==> src/rtl/wb_ram_arbiter.sv <==
// wb_ram_arbiter
// Lets two Wishbone classic masters share one simple-dual-port 32-bit block RAM.
// Masters are granted in round-robin order and served one access at a time.
// Each access takes three cycles: IDLE (grant), ACCESS (RAM address/write) and
// RESP (ack plus read data from the RAM's registered read port).

module wb_ram_arbiter #(
    parameter int  DEPTH = 1024,
    localparam int AW    = $clog2(DEPTH)
) (
    input  logic          clk,
    input  logic          resetn,

    input  logic          m0_cyc,
    input  logic          m0_stb,
    input  logic          m0_we,
    input  logic [3:0]    m0_sel,
    input  logic [31:0]   m0_adr,
    input  logic [31:0]   m0_dat_i,
    output logic [31:0]   m0_dat_o,
    output logic          m0_ack,

    input  logic          m1_cyc,
    input  logic          m1_stb,
    input  logic          m1_we,
    input  logic [3:0]    m1_sel,
    input  logic [31:0]   m1_adr,
    input  logic [31:0]   m1_dat_i,
    output logic [31:0]   m1_dat_o,
    output logic          m1_ack,

    output logic [3:0]    ram_we,
    output logic [AW-1:0] ram_waddr,
    output logic [31:0]   ram_din,
    output logic [AW-1:0] ram_raddr,
    input  logic [31:0]   ram_dout
);

    typedef enum logic [1:0] {
        IDLE   = 2'd0,
        ACCESS = 2'd1,
        RESP   = 2'd2
    } state_t;

    state_t state_q, state_d;
    logic   gnt_q, gnt_d;
    logic   prio_q, prio_d;

    logic          req0;
    logic          req1;
    logic          grantReq;
    logic          grantWe;
    logic [3:0]    grantSel;
    logic [AW-1:0] grantWord;
    logic [31:0]   grantDat;

    // Byte-offset bits and bits above the RAM depth are ignored, so addresses alias.
    logic unusedAdrBits;
    assign unusedAdrBits = ^{m0_adr[31:AW+2], m0_adr[1:0], m1_adr[31:AW+2], m1_adr[1:0]};

    assign req0 = m0_cyc & m0_stb;
    assign req1 = m1_cyc & m1_stb;

    assign grantReq  = gnt_q ? req1 : req0;
    assign grantWe   = gnt_q ? m1_we : m0_we;
    assign grantSel  = gnt_q ? m1_sel : m0_sel;
    assign grantWord = gnt_q ? m1_adr[AW+1:2] : m0_adr[AW+1:2];
    assign grantDat  = gnt_q ? m1_dat_i : m0_dat_i;

    // State, grant and priority registers; reset returns to IDLE favouring master 0.
    always_ff @(posedge clk or negedge resetn) begin
        if (!resetn) begin
            state_q <= IDLE;
            gnt_q   <= 1'b0;
            prio_q  <= 1'b0;
        end else begin
            state_q <= state_d;
            gnt_q   <= gnt_d;
            prio_q  <= prio_d;
        end
    end

    // Next-state and output decode; all outputs derive from the state so reset clears them at once.
    always_comb begin
        state_d   = state_q;
        gnt_d     = gnt_q;
        prio_d    = prio_q;
        ram_we    = 4'b0;
        ram_waddr = '0;
        ram_raddr = '0;
        ram_din   = 32'b0;
        m0_ack    = 1'b0;
        m1_ack    = 1'b0;
        m0_dat_o  = 32'b0;
        m1_dat_o  = 32'b0;

        case (state_q)
            IDLE: begin
                if (req0 || req1) begin
                    gnt_d   = (req0 && req1) ? prio_q : req1;
                    state_d = ACCESS;
                end
            end

            ACCESS: begin
                ram_waddr = grantWord;
                ram_raddr = grantWord;
                ram_din   = grantDat;
                if (grantWe && grantReq) begin
                    ram_we = grantSel;
                end
                state_d = grantReq ? RESP : IDLE;
            end

            RESP: begin
                if (grantReq) begin
                    if (gnt_q) begin
                        m1_ack   = 1'b1;
                        m1_dat_o = ram_dout;
                    end else begin
                        m0_ack   = 1'b1;
                        m0_dat_o = ram_dout;
                    end
                end
                prio_d  = ~gnt_q;
                state_d = IDLE;
            end

            default: begin
                state_d = IDLE;
            end
        endcase
    end

endmodule
==> config.mk <==
export PLATFORM = sky130hd
export DESIGN_NAME = wb_ram_arbiter
export DESIGN_NICKNAME = d
export VERILOG_FILES = /design/src/rtl/wb_ram_arbiter.sv
export SDC_FILE = /design/constraint.sdc
export NUM_CORES = 1
export LEC_CHECK = 0
export CAP_MARGIN = 20
export CORE_AREA = 2 2 115 117
export DETAILED_ROUTE_END_ITERATION = 7
export DIE_AREA = 0 0 117 119
export PLACE_DENSITY = 0.58
export SETUP_SLACK_MARGIN = 0.5
export SYNTH_ARGS = -nofsm -noshare
export SYNTH_HDL_FRONTEND = slang
export SYNTH_SLANG_ARGS = --single-unit
==> constraint.sdc <==
create_clock -name clk -period 1.7 [get_ports clk]
set_input_delay 0.17 -clock clk [delete_from_list [all_inputs] [get_ports clk]]
set_output_delay 0.17 -clock clk [all_outputs]
set_load 0.1 [all_outputs]
==> results.cfg, run 1 <==
[floorplanning]
die_y_microns = 119
pin_count = 298
die_w_microns = 117
core_area_sq_um = 12900
dieArea_sq_um = 13900
start_util = 0.120
rows = 42

[yosys]
syn-num-nets = 420
synth_mux_area_frac = 0.310
synth.area.top_cells = mux2i_1, nor3_1, nor2_1
synthSimpleGateAreaFrac = 0.357
synth-main-ff-cell = dfrtp_1
synth-seq-area-share = 0.0646
yosys.area_share.xor_xnor = 0
synth_top_area_frac = 0.310
synth.distinct_cells = 18
synth_top_family_by_area = simple AND/OR/NAND/NOR gates
ys_top_cells_by_count = nor3_1, mux2i_1, nor2_1
synth_top_cell_by_area = mux2i_1
synth_most_common_cell = nor3_1
ys_warn_count = 0
synth-compound-area-share = 0.0493
synthCells = 244
synth.avg_cell_area_sq_um = 6.35
ys_ff_latch = 4
ys_async_sr_fraction = 1.00
syn_area_sq_um = 1550
synth_fa_ha_area_frac = 0
synth-edff-count = 0

[power]
power_leakage_nw = 3.01
powerDensity_nw_per_um2 = 640
peakVddDrop_mv = 0.526
power_w = 0.00486

[setup_path]
crit_fanout = 14
crit_chain = buf_12 > buf_4 > clkbuf_16 > mux2i_4 > nor2_4 > buf_12
required_ns = 1.53
reg2reg_slack_ns = 0.39
rr_worst_depth = 5
max_stage_delay_ns = 0.42
endpoint = ram_din[6]
critPathArrivalTime_ns = 1.65
cp_common_cell = buf_12
r2r_start = gnt_q$_DFFE_PN0P_
critical_path_class = register to output port
crit_path_end_kind = output port
reg2reg_to = state_q[1]$_DFFE_PN0P_
critPathSlowestCell = dfrtp_2
setup.worst_path.start = gnt_q$_DFFE_PN0P_
critPathLaunchType = register

[cells_and_area]
diodes = 0
multiInputGateArea_sq_um = 2700
seqCellArea_sq_um = 103
syn2layout_area_growth_pct = 391
fillCellCount = 1017
final_area_sq_um = 7600
finalNetCount = 690
drive_gt1_frac = 0.651

[grt]
antenna_found_initial = 0
first_global_vias = 3183
grt_pass1_wl_microns = 16600
grt_use_total = 0.153
grt_start_max_net_pins = 17
overflow = 0

[clock_tree]
postCtsHoldBufs = 0
clockBufferDepth = 2
cts_buffers = 3
htreeDepth = 1
cts_tree = yes
clk_pin_slew_worst_paths_ns = 0.03
insertion_delay_ns = 0.23
root_buffer = clkbuf_16
cts_sinks = 4

[timing]
max_slew_margin = 0.787
final_max_slew_viol_count = 0
fmax_mhz = 548
fin_crit_ns = 1.82
tns_ns = -5.33
rsz0062_at_grt = true
period_share = 1.07
holdWs_ns = 0.150
timing_hold_violations_final = 0
setup_viol = 85
skew_ns = 0.00314
worst_pin_slew_ns = 0.310
fin_ws_ns = -0.123

[place]
pre_cts_slack_ns = -0.175
post_dp_cell_area_sq_um = 6800
io_buffer_count = 253
dpl.hpwl_microns = 8640
gp_congestion = 0.738

[routing]
vias = 2856
first_iter_violations = 68
routed_via_density = 4.15
wire_per_inst_microns = 15.5
drc = 0
wl_microns = 10700
drtPass1Iterations = 4
drtAntennaViolNets = 0

[min_path]
hp-class = primary input to asynchronous set/reset pin

[run_status]
violations = negative setup slack
status = finished with violations

[run]
max_cap_viol_count = 0
==> stage by stage <==
stage / std cells / util
floorplan: 244 / -
global placement: 670 / 0.528
detailed placement: 670 / 0.528
CTS: 688 / 0.569
global route: 689 / 0.590
finish: 689 / 0.590
==> layer usage <==
metal	routed length (microns)	GRT usage	up-vias
met4	195	0.0353	0
met5	0	0	-
met2	5850	0.289	158
li1	-	-	1370
met1	3590	0.164	1316
met3	1040	0.0433	12
==> critical path: cells and delay by family (launching register included) <==
kind | cells | cell delay (ns)
buffers and inverters | 4 | 0.67
multiplexers | 1 | 0.19
AND/OR/NAND/NOR | 1 | 0.12
flip-flops | 1 | 0.42
==> sequential cells by signal (all words and copies together), names as in the netlist <==
signal and count:
gnt_q 1, prio_q 1, state_q 2
==> timing repair <==
action | 4_1_cts | 5_1_grt
setup buffers | 10 | 0
resized for setup | 68 | 37
gates cloned | 4 | 1
pin swaps | 10 | 16
setup endpoints to repair | 123 | 124
endpoints found under the hold margin | 0 | 0
==> final cells by class <==
class	count	area share
Tap cell	176	0.0290
Clock buffer	4	0.0104
Multi-Input combinational cell	173	0.356
Inverter	33	0.0163
Timing Repair Buffer	299	0.575
Sequential cell	4	0.0135
==> power by group <==
group	switching (W)	internal, W
logic	0.00245	0.00188
clock network	0.0000757	0.000311
registers	0.0000224	0.000121
==> layout by cell type (no fill, tap or decap), types with 3 or more instances in the layout <==
master | Yosys | layout
clkbuf_16 | 0 | 4
mux2i_1 | 48 | 6
nand2b_4 | 0 | 3
clkdlybuf4s50_1 | 0 | 129
buf_12 | 0 | 136
mux2i_2 | 0 | 12
nor3_4 | 0 | 64
buf_6 | 1 | 6
mux2i_4 | 0 | 30
a2111oi_4 | 0 | 4
inv_1 | 33 | 33
buf_16 | 0 | 3
buf_4 | 13 | 22
nor2_4 | 0 | 44
==> worst min-delay path by stage <==
| stage | end | slack [ns] | cells after the start |
|---|---|---|---|
| 2_1_floorplan | gnt_q$_DFFE_PN0P_ | -0.13 | 0 |
| 3_3_place_gp | state_q[1]$_DFFE_PN0P_ | 0.39 | 1 |
| 3_5_place_dp | state_q[1]$_DFFE_PN0P_ | 0.39 | 1 |
| 4_1_cts | state_q[1]$_DFFE_PN0P_ | 0.15 | 1 |
| 5_1_grt | state_q[1]$_DFFE_PN0P_ | 0.16 | 1 |
| 6_report | state_q[1]$_DFFE_PN0P_ | 0.15 | 1 |
==> logic make-up after synthesis <==
kind of cell / Yosys count
buffers and inverters: 69
AOI/OAI and AO/OA: 7
muxes: 48
DFF: 4
and+or+nand+nor: 116
Power figures use the tool's default switching activity.
==> inputs of run 2 (changes only) <==
--- a/config.mk
+++ b/config.mk
@@ -7,6 +7,7 @@
 export LEC_CHECK = 0
 export CAP_MARGIN = 20
 export CORE_AREA = 2 2 115 117
+export CTS_CLUSTER_DIAMETER = 100
 export DETAILED_ROUTE_END_ITERATION = 7
 export DIE_AREA = 0 0 117 119
 export PLACE_DENSITY = 0.58
==> results of run 2 <==
No change in the layout: final DEF, timing and power equal those of run 1.
